$ cat src/rtl/mac_pkg.sv
// Shared definitions for the multiply-accumulate inverse block.
// Holds the controller state encoding and the default operand width.
package mac_pkg;

    localparam int DATA_WIDTH_DEFAULT = 4;

    typedef enum logic [1:0] {
        IDLE = 2'd0,
        DIV  = 2'd1,
        DONE = 2'd2
    } state_t;

endpackage

$ cat src/rtl/mac_inverse_if.sv
// Request/response bundle for mac_inverse.
// The slave modport is the divider; the master modport is its requester and consumer.
interface mac_inverse_if #(
    parameter int DATA_WIDTH = mac_pkg::DATA_WIDTH_DEFAULT
);
    logic                  in_valid;
    logic                  in_ready;
    logic [DATA_WIDTH-1:0] y;
    logic [DATA_WIDTH-1:0] b;
    logic [DATA_WIDTH-1:0] c;
    logic                  out_valid;
    logic                  out_ready;
    logic [DATA_WIDTH-1:0] q;
    logic [DATA_WIDTH-1:0] r;
    logic                  div0;

    modport slave (
        input  in_valid, y, b, c, out_ready,
        output in_ready, out_valid, q, r, div0
    );

    modport master (
        output in_valid, y, b, c, out_ready,
        input  in_ready, out_valid, q, r, div0
    );
endinterface

$ cat src/rtl/mac_div_step.sv
// One restoring-division step: shift the next dividend bit into the partial
// remainder and subtract the divisor when it fits.
module mac_div_step
    import mac_pkg::*;
#(
    parameter int DATA_WIDTH = DATA_WIDTH_DEFAULT
) (
    input  logic [DATA_WIDTH-1:0] rem_in,
    input  logic                  bit_in,
    input  logic [DATA_WIDTH-1:0] divisor,
    output logic [DATA_WIDTH-1:0] rem_out,
    output logic                  q_bit
);
    logic [DATA_WIDTH-1:0] shifted_low;

    // The shifted value is W+1 bits; a set top bit always exceeds any W-bit
    // divisor, and the true difference is below the divisor so W bits suffice.
    always_comb begin
        shifted_low = {rem_in[DATA_WIDTH-2:0], bit_in};
        q_bit       = rem_in[DATA_WIDTH-1] || (shifted_low >= divisor);
        rem_out     = q_bit ? (shifted_low - divisor) : shifted_low;
    end
endmodule

$ cat src/rtl/mac_inverse.sv
// Unwinds y = a*b + c: forms d = y - c (mod 2^W) and divides by b with a
// fixed-latency restoring divider, W steps regardless of operands.
module mac_inverse
    import mac_pkg::*;
#(
    parameter int DATA_WIDTH = DATA_WIDTH_DEFAULT
) (
    input  logic          clk,
    input  logic          rst,
    mac_inverse_if.slave  bus
);
    localparam int CNT_W = $clog2(DATA_WIDTH);

    state_t                state_q, state_d;
    logic [DATA_WIDTH-1:0] d_q, d_d;
    logic [DATA_WIDTH-1:0] b_q, b_d;
    logic [DATA_WIDTH-1:0] rem_q, rem_d;
    logic [DATA_WIDTH-1:0] quot_q, quot_d;
    logic [CNT_W-1:0]      cnt_q, cnt_d;
    logic                  div0_q, div0_d;

    logic [DATA_WIDTH-1:0] step_rem;
    logic                  step_qbit;
    logic                  in_ready_c;
    logic                  out_valid_c;

    mac_div_step #(
        .DATA_WIDTH (DATA_WIDTH)
    ) u_step (
        .rem_in  (rem_q),
        .bit_in  (d_q[cnt_q]),
        .divisor (b_q),
        .rem_out (step_rem),
        .q_bit   (step_qbit)
    );

    always_comb begin
        state_d     = state_q;
        d_d         = d_q;
        b_d         = b_q;
        rem_d       = rem_q;
        quot_d      = quot_q;
        cnt_d       = cnt_q;
        div0_d      = div0_q;
        in_ready_c  = 1'b0;
        out_valid_c = 1'b0;

        unique case (state_q)
            IDLE: begin
                in_ready_c = 1'b1;
                if (bus.in_valid) begin
                    d_d     = bus.y - bus.c;
                    b_d     = bus.b;
                    rem_d   = '0;
                    quot_d  = '0;
                    cnt_d   = CNT_W'(DATA_WIDTH - 1);
                    div0_d  = (bus.b == '0);
                    state_d = DIV;
                end
            end
            DIV: begin
                // With b = 0 every step sets its quotient bit and keeps the
                // shifted bits, so q ends all ones and r ends equal to d.
                rem_d  = step_rem;
                quot_d = {quot_q[DATA_WIDTH-2:0], step_qbit};
                if (cnt_q == '0) begin
                    state_d = DONE;
                end else begin
                    cnt_d = cnt_q - CNT_W'(1);
                end
            end
            DONE: begin
                out_valid_c = 1'b1;
                if (bus.out_ready) begin
                    state_d = IDLE;
                end
            end
            default: begin
                state_d = IDLE;
            end
        endcase
    end

    always_ff @(posedge clk) begin
        if (rst) begin
            state_q <= IDLE;
            rem_q   <= '0;
            quot_q  <= '0;
            cnt_q   <= '0;
            div0_q  <= 1'b0;
        end else begin
            state_q <= state_d;
            rem_q   <= rem_d;
            quot_q  <= quot_d;
            cnt_q   <= cnt_d;
            div0_q  <= div0_d;
        end
    end

    // Operand holding registers are reloaded on every accept and need no reset.
    always_ff @(posedge clk) begin
        d_q <= d_d;
        b_q <= b_d;
    end

    assign bus.in_ready  = in_ready_c;
    assign bus.out_valid = out_valid_c;
    assign bus.q         = quot_q;
    assign bus.r         = rem_q;
    assign bus.div0      = div0_q;
endmodule

$ cat src/flat_wrapper.sv
// flat-port wrapper written by rule: the top's interface ports become plain ports
module mac_inverse_flat import mac_pkg::*;
#(
    parameter int DATA_WIDTH = DATA_WIDTH_DEFAULT
)
  (clk, rst, bus_in_valid, bus_y, bus_b, bus_c, bus_out_ready, bus_in_ready, bus_out_valid, bus_q, bus_r, bus_div0);
  mac_inverse_if #(.DATA_WIDTH(DATA_WIDTH)) bus_i ();
  input  logic clk;
  input  logic rst;
  input wire logic [$bits(bus_i.in_valid)-1:0] bus_in_valid;
  input wire logic [$bits(bus_i.y)-1:0] bus_y;
  input wire logic [$bits(bus_i.b)-1:0] bus_b;
  input wire logic [$bits(bus_i.c)-1:0] bus_c;
  input wire logic [$bits(bus_i.out_ready)-1:0] bus_out_ready;
  output wire logic [$bits(bus_i.in_ready)-1:0] bus_in_ready;
  output wire logic [$bits(bus_i.out_valid)-1:0] bus_out_valid;
  output wire logic [$bits(bus_i.q)-1:0] bus_q;
  output wire logic [$bits(bus_i.r)-1:0] bus_r;
  output wire logic [$bits(bus_i.div0)-1:0] bus_div0;
  assign bus_i.in_valid = bus_in_valid;
  assign bus_i.y = bus_y;
  assign bus_i.b = bus_b;
  assign bus_i.c = bus_c;
  assign bus_i.out_ready = bus_out_ready;
  assign bus_in_ready = bus_i.in_ready;
  assign bus_out_valid = bus_i.out_valid;
  assign bus_q = bus_i.q;
  assign bus_r = bus_i.r;
  assign bus_div0 = bus_i.div0;
  mac_inverse #(.DATA_WIDTH(DATA_WIDTH)) u_core (.clk(clk), .rst(rst), .bus(bus_i));
endmodule
$ cat config.mk
export PLATFORM = sky130hd
export DESIGN_NAME = mac_inverse_flat
export DESIGN_NICKNAME = d
export VERILOG_FILES = /design/src/rtl/mac_pkg.sv /design/src/rtl/mac_inverse_if.sv /design/src/rtl/mac_div_step.sv /design/src/rtl/mac_inverse.sv /design/src/flat_wrapper.sv
export SDC_FILE = /design/constraint.sdc
export NUM_CORES = 1
export LEC_CHECK = 0
export CAP_MARGIN = 20
export CORE_MARGIN = 3
export CORE_UTILIZATION = 52
export DETAILED_ROUTE_END_ITERATION = 10
export PLACE_DENSITY = 0.83
export RECOVER_POWER = 25
export SLEW_MARGIN = 15
export SYNTH_ARGS = -nofsm -noshare
export SYNTH_HDL_FRONTEND = slang
export SYNTH_SLANG_ARGS = --single-unit
$ cat constraint.sdc
create_clock -name clk -period 3.4 [get_ports clk]
set_input_delay 0.68 -clock clk [delete_from_list [all_inputs] [get_ports clk]]
set_output_delay 0.68 -clock clk [all_outputs]
set_load 0.005 [all_outputs]
==> results of run 1 <==
## cell usage after synthesis (all sizes together) (2+ instances only)
cell	n	area, um2
nor2b	2	12.5
inv	16	60.1
nand2b	2	12.5
a211oi	3	32.5
a21oi	8	40.0
dfxtp	13	260
xnor2	5	43.8
fa	2	40.0
nand2	8	30.0
ha	8	100
nor2	9	38.8
nand3	8	40.0
o21ai	3	18.8
edfxtp	8	240
## stage by stage
step | total power [mW] | instance area (um2) | utilization | std cells
floorplan | 0.415 | 1110 | - | 111
global placement | 0.461 | 1390 | 0.696 | 162
detailed placement | 0.472 | 1390 | 0.696 | 162
CTS | 0.586 | 1420 | 0.709 | 166
global route | 0.613 | 1420 | 0.709 | 166
finish | 0.577 | 1420 | 0.709 | 166
## worst max-delay path by stage
stage / startpoint / endpoint / slack (ns) / depth (start not counted)
2_1_floorplan: u_core.cnt_q[0]$_SDFFE_PP0P_ / u_core.bus.r[1]$_SDFFE_PP0P_ / 1.30 / 8
3_3_place_gp: bus_c[1] / u_core.d_q[3]$_DFFE_PP_ / 1.21 / 6
3_5_place_dp: u_core.cnt_q[0]$_SDFFE_PP0P_ / u_core.bus.r[1]$_SDFFE_PP0P_ / 1.10 / 8
4_1_cts: u_core.cnt_q[0]$_SDFFE_PP0P_ / u_core.bus.r[1]$_SDFFE_PP0P_ / 1.11 / 8
5_1_grt: u_core.cnt_q[0]$_SDFFE_PP0P_ / u_core.bus.r[1]$_SDFFE_PP0P_ / 0.95 / 8
6_report: u_core.cnt_q[0]$_SDFFE_PP0P_ / u_core.bus.r[1]$_SDFFE_PP0P_ / 1.09 / 8
## metal layers
layer | vias to the layer above | track usage
li1 | 438 | -
met2 | 27 | 0.314
met5 | - | 0
met3 | 3 | 0.0171
met4 | 0 | 0.0638
met1 | 420 | 0.189
## area by class of cell
class                      count  area [um2]
timing repair buffer          26         260
sequential                    21         500
clock buffer                   4        26.3
inverter                      16        60.1
multi-input combinational     72         538
tap                           27        33.8
fill                         172         583
## worst max-delay path, cell delays in order (launching register included)
cell      delay [ns]
dfxtp_1         0.44
mux4_2          0.54
inv_1           0.07
ha_1            0.18
fa_1            0.22
a21boi_0        0.29
o21ai_1         0.15
mux2i_1         0.15
a22o_1          0.18
## power by group through the flow
stage | logic, mW | registers, mW | clock network (mW)
5_1_grt | 0.179 | 0.305 | 0.129
4_1_cts | 0.164 | 0.302 | 0.120
6_report | 0.161 | 0.302 | 0.115
3_3_place_gp | 0.155 | 0.306 | 0
2_1_floorplan | 0.111 | 0.303 | 0
3_5_place_dp | 0.164 | 0.308 | 0
## logic make-up (layout without fill, tap and decap cells)
family                   Yosys count  in the layout
flip-flops                        21             21
XOR/XNOR                           5              5
multiplexers                       2              2
AO/OA/AOI/OAI                     23             23
adder cells (fa/ha/maj)           10             10
buffers and inverters             18             46
AND/OR/NAND/NOR                   32             32
## state kept, by name, summed over array words and instances, names as in the netlist
name,count
u_core.d_q,4
u_core.state_q,2
u_core.bus.r,4
u_core.bus.q,4
u_core.cnt_q,2
u_core.b_q,4
u_core.bus.div0,1
==> results.toml, run 1 <==
[timing]
finalCritPeriodShare = 0.680
period_needed_ns = 2.31
max_freq_ghz = 0.432
tns_ns = 0
maxSlewViolCount = 0
clock_skew_ns = 0.00442
worst_pin_slew_ns = 0.467
fin_ws_ns = 1.09
final-hold-violation-count = 0
rsz0062_at_grt = "no"
worst_hold_slack_ns = 0.486
setup_viol = 0
slew_headroom = 0.688

[pwr]
seq_power_share = 0.523
power.internal_uw = 411
p_comb_frac = 0.278
swShare = 0.288
p_leak_nw = 0.566
p_clk_frac = 0.199
vdd_ir_drop_max_mv = 0.314
powerDensity_nw_per_um2 = 407
switchingPower_uw = 166

[global_route]
grt_pass1_vias = 833
globalRouteTotalUtil = 0.166
grt_pass1_wl_um = 3420
grt-ovfl-total = 0
grt_max_degree = 13
antenna_found_initial = 0

[synthesis]
synth_cells = 111
synth_warnings = 0
synth_edf_count = 8
syn_area_um2 = 1110
synthArstFlopShare = 0
ys.flop_type = "dfxtp_1"
ys_seq_area_frac = 0.449
synth.ff_latch_count = 21
synth_top_family_by_area = "compound AO/OA/AOI/OAI gates"
avgSynthCellArea_um2 = 10.0
synth.area.mux_share = 0.0292
synthAdderAreaFrac = 0.126
synth_xor_area_frac = 0.0393
syn_nets = 137
synth-simple-area-share = 0.140
synth_cell_types = 34
synth-compound-area-share = 0.148

[setup_path]
r2r_end = "u_core.bus.r[1]$_SDFFE_PP0P_"
cp-start-kind = "flop"
r2r_start = "u_core.cnt_q[0]$_SDFFE_PP0P_"
cp-end-kind = "flop"
crit_type = "reg2reg"
worstPathMaxFanout = 4
r2r_slack_ns = 1.09
worstPathArrival_ns = 2.51
crit_required_ns = 3.60
r2r_cells = 8

[floorplanning]
start_util = 0.556
ios = 27
rows = 16
core_area_um2 = 2000
die-height_um = 52.3
dieArea_um2 = 2730
die_w_um = 52.3

[clocking]
post_cts_buffers = 0
post_cts_resized = 0
cts.sinks = 21
cts_buffers = 3
holdBufCountCts = 0
worstSkewPairLatency_ns = 0.30
cts_max_level = 1
clk_path_buf_depth = 2
cts_tree = "yes"
path_clk_slew_ns = 0.11
root_buffer = "clkbuf_4"

[drt]
drt_pass1_iterations = 4
wl_met3_um = 97
dr_wl_met2_um = 1100
first_iter_violations = 16
routedLengthMet1_um = 828
wire_per_inst_um = 12.3
wirelength_um = 2040
vias = 888
routed.top_layer = "met4"
viasPerCell = 5.35
ant_nets = 0
drc = 0

[placement]
io_buffer_count = 26
place_ws_ns = 1.10
dpl.hpwl_um = 1730
place.gp.congestion = 0.934

[run]
maxCapViolCount = 0

[layout]
syn_to_final_growth_pct = 27.4
nets = 166
layout_commonest_cell = "clkdlybuf4s50_1"
drive_gt1_frac = 0.0719
final_cell_mix = "clkdlybuf4s50_1 (19), inv_1 (15), dfxtp_1 (13)"
diodes = 0

[hold_path]
whs_path_depth = 2
hold_path.class = "reg2reg"
min_to = "u_core.bus.q[1]$_SDFFE_PP0P_"
hp-start = "u_core.bus.q[0]$_SDFFE_PP0P_"

[outcome]
status = "complete, no violations"
(Power assumes the default switching activity.)
==> inputs of run 2 (changes only) <==
CORE_UTILIZATION = 48   (was 52)
PLACE_DENSITY = 0.78   (was 0.83)
clock period = 2.2 ns   (was 3.4 ns; I/O delays follow)
==> run 2 against run 1 <==
Sequential power increased by 53%. Final area increased by 2.4%. Combinational power increased by 67%. Worst hold slack worse by 0.012 ns. Die area is 7.4% higher. Clock-buffer cell count stayed put. Setup slack got worse by 0.96 ns. Clock power rose by 57%.
==> results.toml, run 2 (same netlist as run 1, synthesis figures left out) <==
[timing]
tns_ns = 0
rsz0062_at_grt = "no"
fin_ws_ns = 0.128
period_needed_ns = 2.07
max_freq_ghz = 0.483
worst_pin_slew_ns = 0.431
maxSlewViolCount = 0
final-hold-violation-count = 0
finalCritPeriodShare = 0.942
clock_skew_ns = 0.00436
worst_hold_slack_ns = 0.475
setup_viol = 0
slew_headroom = 0.712

[pwr]
p_clk_frac = 0.197
p_comb_frac = 0.295
power.internal_uw = 647
switchingPower_uw = 264
vdd_ir_drop_max_mv = 0.478
powerDensity_nw_per_um2 = 627
power_uw = 911
seq_power_share = 0.508
swShare = 0.290
p_leak_nw = 0.581

[placement]
place.gp.congestion = 0.910
dpl.hpwl_um = 1660
place_ws_ns = 0.00658
placed_cells_incl_taps = 164
dpl_cell_area_um2 = 1410
io_buffer_count = 26

[outcome]
status = "complete, no violations"

[drt]
wirelength_um = 2060
vias = 884
first_iter_violations = 17
wire_per_inst_um = 12.3
drt_pass1_iterations = 4
ant_nets = 0
drc = 0
viasPerCell = 5.26

[global_route]
grt-ovfl-total = 0
grt_pass1_vias = 885
grt_pass1_wl_um = 3500
antenna_found_initial = 0
grt_max_degree = 12
globalRouteTotalUtil = 0.167

[clocking]
holdBufCountCts = 0
clk_path_buf_depth = 2
cts_max_level = 1
cts_tree = "yes"
cts.sinks = 21
path_clk_slew_ns = 0.11
root_buffer = "clkbuf_4"
cts_buffers = 3
worstSkewPairLatency_ns = 0.29

[setup_path]
cp-start-kind = "flop"
crit_required_ns = 2.39
cp-end-kind = "flop"
worstPathArrival_ns = 2.26
crit_type = "reg2reg"
worstPathMaxFanout = 5

[floorplanning]
start_util = 0.535
core_area_um2 = 2080
dieArea_um2 = 2930
die-height_um = 54.2
ios = 27
rows = 16
die_w_um = 54.2

[layout]
postLayoutCellArea_um2 = 1450
drive_gt1_frac = 0.121
final_cell_mix = "clkdlybuf4s50_1 (19), inv_1 (15), dfxtp_1 (13)"
final_core_util = 0.698
diodes = 0
syn_to_final_growth_pct = 30.4
nets = 168
finalNonFillerCells = 168
layout_commonest_cell = "clkdlybuf4s50_1"
fillers = 179

[run]
maxCapViolCount = 0

[hold_path]
hold_path.class = "reg2reg"
## run 2: changes by cell type in the layout (fill, tap and decap cells not counted), sizes merged
cell	delta
buf	+2
## run 2: what timing repair did
action / 4_1_cts / 5_1_grt
gates resized for setup: 1 / 5
gates cloned: 0 / 0
hold endpoints to repair: 0 / 0
setup endpoints to repair: 1 / 4
setup buffers: 0 / 0
## run 2: worst paths after layout
check                                             startpoint                           end  slack [ns]  cells past startpoint
worst max-delay path            u_core.cnt_q[0]$_SDFFE_PP0P_  u_core.bus.r[3]$_SDFFE_PP0P_        0.13                      8
worst min register to register  u_core.bus.q[0]$_SDFFE_PP0P_  u_core.bus.q[1]$_SDFFE_PP0P_        0.47                      2
worst min-delay path            u_core.bus.q[0]$_SDFFE_PP0P_  u_core.bus.q[1]$_SDFFE_PP0P_        0.47                      2
worst max register to register  u_core.cnt_q[0]$_SDFFE_PP0P_  u_core.bus.r[3]$_SDFFE_PP0P_        0.13                      8
## run 2: metal layers
layer,global-route usage,vias to the layer above,wire [um]
met3,0.0360,2,143
met1,0.181,401,821
li1,-,445,-
met5,0,-,0
met2,0.309,36,1070
met4,0.0664,0,25
## run 2: worst max-delay path, stage by stage (launching register included)
cell      delay [ns]
dfxtp_1         0.34
mux4_2          0.34
inv_1           0.04
ha_1            0.20
fa_2            0.36
a21boi_2        0.18
o21a_2          0.24
a32oi_1         0.20
o31ai_1         0.09
## run 2: area by class of cell
class | count | area (um2) | area share
clock buffer | 4 | 26.3 | 0.0181
inverter | 16 | 60.1 | 0.0413
multi-input combinational | 72 | 557 | 0.383
sequential | 21 | 500 | 0.345
tap | 27 | 33.8 | 0.0233
timing repair buffer | 28 | 275 | 0.189
## run 2: power groups by stage
| stage | Combinational (mW) | Clock (mW) | Sequential [mW] |
|---|---|---|---|
| 6_report | 0.269 | 0.180 | 0.463 |
| 5_1_grt | 0.304 | 0.203 | 0.467 |
| 4_1_cts | 0.261 | 0.190 | 0.462 |
| 3_5_place_dp | 0.259 | 0 | 0.471 |
| 3_3_place_gp | 0.251 | 0 | 0.470 |
| 2_1_floorplan | 0.172 | 0 | 0.469 |
==> inputs of run 3 (changes only) <==
CORE_UTILIZATION = 50   (was 48)
CTS_BUF_LIST = sky130_fd_sc_hd__clkbuf_4   (was not set)
CTS_CLUSTER_SIZE = 30   (was not set)
PLACE_DENSITY = 0.81   (was 0.78)
==> run 3 against run 2 <==
Clock-buffer cell count decreased by 1. Critical path depth unchanged. Critical path type unchanged. Total power increased by 0.76%. First-iteration DRC count decreased by 71%. Worst hold slack improved by 0.0082 ns. Register-to-register slack got worse by 0.03 ns. Final area decreased by 1.2%. Die area decreased by 3.6%. Largest power group unchanged. Critical endpoint unchanged. Combinational power about the same.
==> results.toml, run 3 (same netlist as run 1, synthesis figures left out) <==
[pwr]
vdd_ir_drop_max_mv = 0.477
powerDensity_nw_per_um2 = 640
p_leak_nw = 0.577
power_uw = 918

[clocking]
path_clk_slew_ns = 0.13
root_buffer = "clkbuf_4"
cts_buffers = 3
cts_max_level = 1
cts.sinks = 21
cts_tree = "yes"
clk_path_buf_depth = 2
worstSkewPairLatency_ns = 0.31

[placement]
dpl.hpwl_um = 1790
place_ws_ns = -0.00294
io_buffer_count = 26
place.gp.congestion = 0.767
placed_cells_incl_taps = 163

[global_route]
grt-ovfl-total = 0
grt_pass1_wl_um = 3590
grt_max_degree = 13
grt_pass1_vias = 877
globalRouteTotalUtil = 0.179
antenna_found_initial = 0

[outcome]
status = "complete, no violations"

[drt]
routedLengthMet1_um = 824
ant_nets = 0
vias = 892
first_iter_violations = 5
drc = 0
dr_wl_met2_um = 1220
wirelength_um = 2160
wire_per_inst_um = 12.9
drt_pass1_iterations = 4
routed.top_layer = "met4"
viasPerCell = 5.34
wl_met3_um = 73

[timing]
clock_skew_ns = 0.0150
max_freq_ghz = 0.476
worst_pin_slew_ns = 0.466
fin_ws_ns = 0.101
finalCritPeriodShare = 0.954
rsz0062_at_grt = "no"
maxSlewViolCount = 0
slew_headroom = 0.689
setup_viol = 0
worst_hold_slack_ns = 0.483
final-hold-violation-count = 0
period_needed_ns = 2.10

[layout]
final_cell_mix = "clkdlybuf4s50_1 (19), inv_1 (15), dfxtp_1 (13)"
fillers = 175
syn_to_final_growth_pct = 28.9
multiInputGateArea_um2 = 546
layout_commonest_cell = "clkdlybuf4s50_1"
diodes = 0
regArea_um2 = 500
nets = 167
drive_gt1_frac = 0.100
finalNonFillerCells = 167

[setup_path]
cp-end-kind = "flop"
slowest_stage = "fa_1"
worstPathMaxFanout = 5
max_stage_delay_ns = 0.40
worstPathArrival_ns = 2.31
crit_type = "reg2reg"
cp-start-kind = "flop"
crit_required_ns = 2.41
crit_chain = "mux4_2 > inv_1 > ha_1 > fa_1 > a21boi_2 > o21a_1 > a32oi_1 > o31ai_1"

[run]
maxCapViolCount = 0

[hold_path]
hold_path.class = "reg2reg"

[floorplanning]
dieArea_um2 = 2830
ios = 27
die_w_um = 53.2
start_util = 0.545
die-height_um = 53.2
core_area_um2 = 2040
rows = 16
## run 3: final cells by class
type,instances,share of cell area
Clock buffer,3,0.0157
Clock inverter,1,0.00349
Inverter,16,0.0418
Multi-Input combinational cell,72,0.380
Sequential cell,21,0.349
Tap cell,27,0.0235
Timing Repair Buffer,27,0.187
## run 3: stage by stage
stage                     cell area (um2)   util  TNS (ns)
final                                1440  0.703         0
after global routing                 1440  0.703         0
after CTS                            1430  0.699         0
after detailed placement             1400  0.686  -0.00294
after global placement               1400  0.686         0
after floorplan                      1110      -         0
## run 3: critical path, delay by kind of cell, from the launching register on
kind,cells,cell delay (ns)
multiplexers,1,0.34
AO/OA/AOI/OAI,4,0.70
buffers and inverters,1,0.04
flip-flops,1,0.34
adder cells (fa/ha/maj),2,0.60
## run 3: power breakdown
| part | total, mW | internal (mW) | switching, mW |
|---|---|---|---|
| logic | 0.267 | 0.132 | 0.135 |
| clock network | 0.188 | 0.0678 | 0.120 |
| registers | 0.463 | 0.441 | 0.0217 |
| total | 0.918 | 0.641 | 0.277 |
## run 3: worst paths after layout
| path | startpoint | slack, ns | cells after the start | to |
|---|---|---|---|---|
| min | u_core.bus.q[2]$_SDFFE_PP0P_ | 0.48 | 2 | u_core.bus.q[3]$_SDFFE_PP0P_ |
| max reg2reg | u_core.cnt_q[0]$_SDFFE_PP0P_ | 0.10 | 8 | u_core.bus.r[3]$_SDFFE_PP0P_ |
| min reg2reg | u_core.bus.q[2]$_SDFFE_PP0P_ | 0.48 | 2 | u_core.bus.q[3]$_SDFFE_PP0P_ |
| max | u_core.cnt_q[0]$_SDFFE_PP0P_ | 0.10 | 8 | u_core.bus.r[3]$_SDFFE_PP0P_ |
## run 3: per-layer routing
metal / global-route usage / up-vias
met4: 0.119 / 0
met5: 0 / -
met2: 0.312 / 18
li1: - / 439
met3: 0.0338 / 6
met1: 0.193 / 429
## run 3: what timing repair did
| item | 4_1_cts | 5_1_grt |
|---|---|---|
| endpoints found under the setup margin | 1 | 1 |
| hold buffers | 0 | 0 |
| pin swaps | 0 | 1 |
| setup buffers | 0 | 0 |
| resized for setup | 1 | 2 |
| endpoints found under the hold margin | 0 | 0 |
